[src/rtl/instr_fetch_queue.sv]
// Instruction prefetch queue between a request/acknowledge instruction memory and IF/ID.
// Holds up to DEPTH {instr, pc+4} entries; a taken branch flushes it and discards in-flight fetches.
module instr_fetch_queue #(
  parameter int unsigned DEPTH    = 4,
  parameter logic [31:0] RESET_PC = 32'h0000_0000
) (
  input  logic                     clk_i,
  input  logic                     rst_i,
  output logic                     imem_req_o,
  output logic [31:0]              imem_addr_o,
  input  logic                     imem_ack_i,
  input  logic [31:0]              imem_data_i,
  input  logic                     redirect_i,
  input  logic [31:0]              redirect_pc_i,
  output logic                     instr_valid_o,
  output logic [31:0]              instr_o,
  output logic [31:0]              pc_plus4_o,
  input  logic                     instr_ready_i,
  output logic [$clog2(DEPTH):0]   count_o,
  output logic                     full_o,
  output logic                     empty_o
);

  localparam int unsigned PTR_W = $clog2(DEPTH);
  localparam int unsigned CNT_W = PTR_W + 1;

  typedef struct packed {
    logic [31:0] instr;
    logic [31:0] pc_plus4;
  } entry_t;

  typedef enum logic [1:0] {
    IDLE,
    BUSY,
    DISCARD
  } state_t;

  state_t             state;
  logic [31:0]        fetch_pc;
  logic [31:0]        req_addr;
  logic [31:0]        req_addr_inc;
  logic [PTR_W-1:0]   rd_ptr;
  logic [PTR_W-1:0]   wr_ptr;
  logic [CNT_W-1:0]   count;
  logic [CNT_W-1:0]   count_next;
  logic               push;
  logic               pop;
  logic               room;
  entry_t             mem [DEPTH];

  // Queue occupancy after this cycle's push/pop; redirect suppresses both.
  assign req_addr_inc = req_addr + 32'd4;
  assign pop          = instr_valid_o & instr_ready_i & ~redirect_i;
  assign push         = (state == BUSY) & imem_ack_i & ~redirect_i;
  assign count_next   = count + CNT_W'(push) - CNT_W'(pop);
  assign room         = count_next < CNT_W'(DEPTH);

  // Head view is combinational from storage and occupancy.
  assign instr_valid_o = (count != '0);
  assign instr_o       = instr_valid_o ? mem[rd_ptr].instr    : 32'd0;
  assign pc_plus4_o    = instr_valid_o ? mem[rd_ptr].pc_plus4 : 32'd0;
  assign count_o       = count;
  assign full_o        = (count == CNT_W'(DEPTH));
  assign empty_o       = (count == '0);
  assign imem_req_o    = (state != IDLE);
  assign imem_addr_o   = req_addr;

  // Entry storage: contents are only visible through count, so no reset needed.
  always_ff @(posedge clk_i) begin
    if (push) begin
      mem[wr_ptr] <= '{instr: imem_data_i, pc_plus4: req_addr_inc};
    end
  end

  // Circular pointers and occupancy; a redirect flushes everything on the same edge.
  always_ff @(posedge clk_i) begin
    if (rst_i || redirect_i) begin
      rd_ptr <= '0;
      wr_ptr <= '0;
      count  <= '0;
    end else begin
      if (push) wr_ptr <= wr_ptr + PTR_W'(1);
      if (pop)  rd_ptr <= rd_ptr + PTR_W'(1);
      count <= count_next;
    end
  end

  // Fetch control: at most one request outstanding; DISCARD drains a request made stale by a branch.
  always_ff @(posedge clk_i) begin
    if (rst_i) begin
      state    <= IDLE;
      fetch_pc <= RESET_PC;
      req_addr <= 32'd0;
    end else begin
      case (state)
        IDLE: begin
          if (redirect_i) begin
            fetch_pc <= redirect_pc_i;
          end else if (room) begin
            req_addr <= fetch_pc;
            state    <= BUSY;
          end
        end
        BUSY: begin
          if (redirect_i) begin
            fetch_pc <= redirect_pc_i;
            state    <= imem_ack_i ? IDLE : DISCARD;
          end else if (imem_ack_i) begin
            fetch_pc <= req_addr_inc;
            if (room) begin
              req_addr <= req_addr_inc;
            end else begin
              state <= IDLE;
            end
          end
        end
        DISCARD: begin
          if (redirect_i) fetch_pc <= redirect_pc_i;
          if (imem_ack_i) state <= IDLE;
        end
        default: state <= IDLE;
      endcase
    end
  end

endmodule

[config.mk]
export PLATFORM = sky130hd
export DESIGN_NAME = instr_fetch_queue
export DESIGN_NICKNAME = d
export VERILOG_FILES = /design/src/rtl/instr_fetch_queue.sv
export SDC_FILE = /design/constraint.sdc
export NUM_CORES = 1
export LEC_CHECK = 0
export ABC_AREA = 1
export CORE_ASPECT_RATIO = 0.5
export CORE_MARGIN = 1.5
export CORE_UTILIZATION = 45
export DETAILED_ROUTE_END_ITERATION = 10
export PLACE_DENSITY_LB_ADDON = 0.08
export SLEW_MARGIN = 5
export SYNTH_ARGS = -nofsm -noshare
export SYNTH_HDL_FRONTEND = slang
export SYNTH_SLANG_ARGS = --single-unit
export TNS_END_PERCENT = 50
[constraint.sdc]
create_clock -name clk_i -period 14.4 [get_ports clk_i]
set_clock_uncertainty 0.1 [all_clocks]
set_input_delay 2.88 -clock clk_i [delete_from_list [all_inputs] [get_ports clk_i]]
set_output_delay 2.88 -clock clk_i [all_outputs]
set_load 0.03 [all_outputs]
==> metrics.csv <==
stage,metric,value,unit
sta,fin worst setup slack,7.86,ns
global_route,number of global-route vias before repair,10309,
logic_synthesis,Synth Register Bits,331,
critical_path,Worst EP arrival,3.56,ns
sta,max_slew headroom,0.169,
floorplanning,die width,255,um
placement,dpl cell area,16300,um2
sta,FMAX,153,MHz
critical_path,crit path max-delay cell type,clkdlybuf4s50_1,
clocking,Num CTS Buffers,29,
job,max_cap viols,0,
critical_path,critical path class,reg -> out,
worst_hold_path,class of the worst hold path,reg -> reg,
logic_synthesis,Mapped Area,14300,um2
clocking,"CTS clk-pin slew, worst paths",0.07,ns
global_route,largest net degree at the start of global routing,113,
power_and_ir_drop,Pleak,0.00605,uW
clocking,Post-CTS Hold Buffers,0,
clocking,H-tree levels,1,
detailed_routing,Initial DRT Pass Iterations,5,
detailed_routing,wire per inst,18.0,um
detailed_routing,Routed Antenna Nets,0,
floorplanning,Core ar.,30700,um2
clocking,Sink Count,331,
detailed_routing,vias,10696,
placement,Final Wtd Congestion,0.877,
logic_synthesis,Mapped Avg Cell Area,9.63,um2
logic_synthesis,syn_nets,1559,
logic_synthesis,Synth Instances,1482,
sta,min Tclk post-route,6.54,ns
clocking,CTS Root Cell,clkbuf_16,
critical_path,Worst Path Buf+Inv,3,
clocking,post-CTS setup buffer count,0,
logic_synthesis,Yosys warnings,0,
detailed_routing,DR vias/cell,5.17,
logic_synthesis,Compound-Gate Fraction of Synth Area,0.121,
placement,hpwl dp,22.1,mm
final_layout,share of layout cells above drive strength 1,0.0554,
sta,Final TNS setup,0,ns
final_layout,synthesis-to-layout area growth,20.8,%
placement,DP Worst Slack,7.73,ns
sta,Tcrit/Tclk final,0.454,
logic_synthesis,largest family of logic cells by synthesized area,simple AND/OR/NAND/NOR gates,
sta,fin. max-slew vios,0,
global_route,first-pass GRT wire length,57.6,mm
clocking,"Clk Latency, worst-skew pair",0.56,ns
logic_synthesis,post-synthesis mux area share,0,
logic_synthesis,synthesized-area fraction occupied by adder cells,0.00754,
logic_synthesis,post-synthesis xor/xnor area fraction,0.00421,
sta,Final Hold Viols,0,
global_route,antenna violations before repair,1,
global_route,Overflow after GRT,0,
logic_synthesis,simple-gate portion of the synthesized area,0.179,
floorplanning,Die Ht,129,um
placement,# port buffers,171,
critical_path,"delay-heaviest family, CP",buffers and inverters,
final_layout,Nets,1698,
clocking,TritonCTS clock tree,built,
floorplanning,Rows,45,
logic_synthesis,"Distinct cells, synth",33,
power_and_ir_drop,VDD IR max,0.0899,mV
power_and_ir_drop,PD cells,117,nW/um2
sta,Setup-failing EPs final,0,
logic_synthesis,"Seq/Total Area, Yosys",0.644,
final_layout,Post-Layout Cell Count,2068,
floorplanning,initial core utilization,0.464,
sta,slew at the pin closest to its max-slew limit,1.25,ns
floorplanning,total I/O pin count,172,
critical_path,Worst Path Required,11.42,ns
critical_path,Worst Setup End Kind,primary output,
clocking,CTS Buffer Depth,3,
critical_path,Setup crit start kind,register,
critical_path,CP max FO,82,
placement,placed cell count,2013,
detailed_routing,Post-Route WL,37.2,mm
clocking,post-cts sizing count,0,
critical_path,CP max stage delay,0.73,ns
sta,Hold WS,0.372,ns
outcome,status,"finished, final reports clean",
final_layout,design area,17200,um2
sta,RSZ-0062 raised after global routing,no,
global_route,GRT Overall Usage,0.229,
detailed_routing,initial drt markers,795,
floorplanning,die area,32800,um2
critical_path,crit-path cells,"inv_2, buf_4, o21ai_0, a21oi_1, clkdlybuf4s50_1",
detailed_routing,DR DRC count,0,
where the power goes:
| part | internal, uW | switching (uW) | leakage, uW |
|---|---|---|---|
| registers | 1060 | 23.2 | 0.00295 |
| clock network | 411 | 340 | 0.000435 |
| logic | 67.9 | 122 | 0.00266 |
| total | 1540 | 485 | 0.00605 |
Yosys cell counts (all sizes together):
cell,instances,area [um2]
a21oi,152,772
a31oi,4,25.0
and2,8,50.1
buf,36,176
clkbuf,41,154
clkinv,2,7.51
dfxtp,75,1500
edfxtp,256,7690
fa,1,20.0
ha,7,87.6
inv,79,297
nand2,228,873
nand3,39,200
nand3b,1,7.51
nand4,3,18.8
nor2,359,1390
nor3,1,5.00
o211ai,3,27.5
o21ai,180,901
or2,1,6.26
xnor2,3,33.8
xor2,3,26.3
logic make-up (layout without fill, tap and decap cells):
kind of cell | Yosys count | in the layout
AO/OA/AOI/OAI | 339 | 339
buffers and inverters | 158 | 320
XOR/XNOR | 6 | 6
adder cells (fa/ha/maj) | 8 | 8
AND/OR/NAND/NOR | 640 | 640
other | 0 | 1
flip-flops | 331 | 331
worst reg2reg max path: stages, from the launching register on:
cell and delay [ns]:
dfxtp_1 0.36, inv_2 0.10, nand2_1 0.11, nor2_4 0.09, buf_4 0.72, nor3_1 0.17
ha_1 0.33, inv_1 0.04, ha_1 0.18, fa_1 0.38, inv_1 0.06, nand3_1 0.09
nand2_2 0.15, nand3_2 0.14, nand2_2 0.33, nand3_1 0.13, nand2_1 0.08, nor2_1 0.05
final timing paths:
| kind | startpoint | to | slack, ns | cells after the start |
|---|---|---|---|---|
| worst max-delay path | register | instr_o[0] | 7.86 | 5 |
| worst min-delay path | fetch_pc[4]$_SDFFE_PP0P_ | fetch_pc[4]$_SDFFE_PP0P_ | 0.37 | 2 |
| worst max register to register | count_o[1]$_SDFF_PP0_ | imem_addr_o[14]$_SDFFE_PP0P_ | 10.69 | 17 |
| worst min register to register | fetch_pc[4]$_SDFFE_PP0P_ | fetch_pc[4]$_SDFFE_PP0P_ | 0.37 | 2 |
through the flow:
| stage | utilization | total power (uW) |
|---|---|---|
| floorplan | - | 1210 |
| global placement | 0.531 | 1290 |
| detailed placement | 0.531 | 1290 |
| CTS | 0.561 | 2040 |
| global route | 0.561 | 2100 |
| finish | 0.561 | 2020 |
state kept, by name, summed over array words and instances (netlist names), named ones only:
| signal | flops |
|---|---|
| wr_ptr | 2 |
| mem | 256 |
| count_o | 3 |
| fetch_pc | 32 |
| imem_addr_o | 32 |
| rd_ptr | 2 |
| state | 2 |
layer usage:
layer  GRT usage  share of wire
met1       0.326           0.46
met2       0.378           0.47
met3      0.0330          0.048
met4      0.0459          0.017
met5           0              0
area by class of cell:
cell class	count	area [um2]
fill	2673	13500
sequential	331	9190
clock inverter	6	41.3
tap	423	529
clock buffer	48	867
timing repair buffer	185	1820
multi-input combinational	993	4480
antenna	1	2.50
inverter	81	304
layout by cell type (no fill, tap or decap), types with 3 or more instances in the layout:
cell,count
nor2_1,344
edfxtp_1,256
nand2_1,221
o21ai_0,173
clkdlybuf4s50_1,171
a21oi_1,151
inv_1,73
dfxtp_1,73
nand3_1,38
clkbuf_16,29
buf_4,14
clkbuf_1,12
nor2_4,9
and2_1,8
nand2_2,7
o21ai_1,7
ha_1,7
clkbuf_8,7
inv_2,6
nor2_2,6
a31oi_1,4
nand4_1,3
xor2_1,3
clkinvlp_4,3
Power figures use the tool's default switching activity.
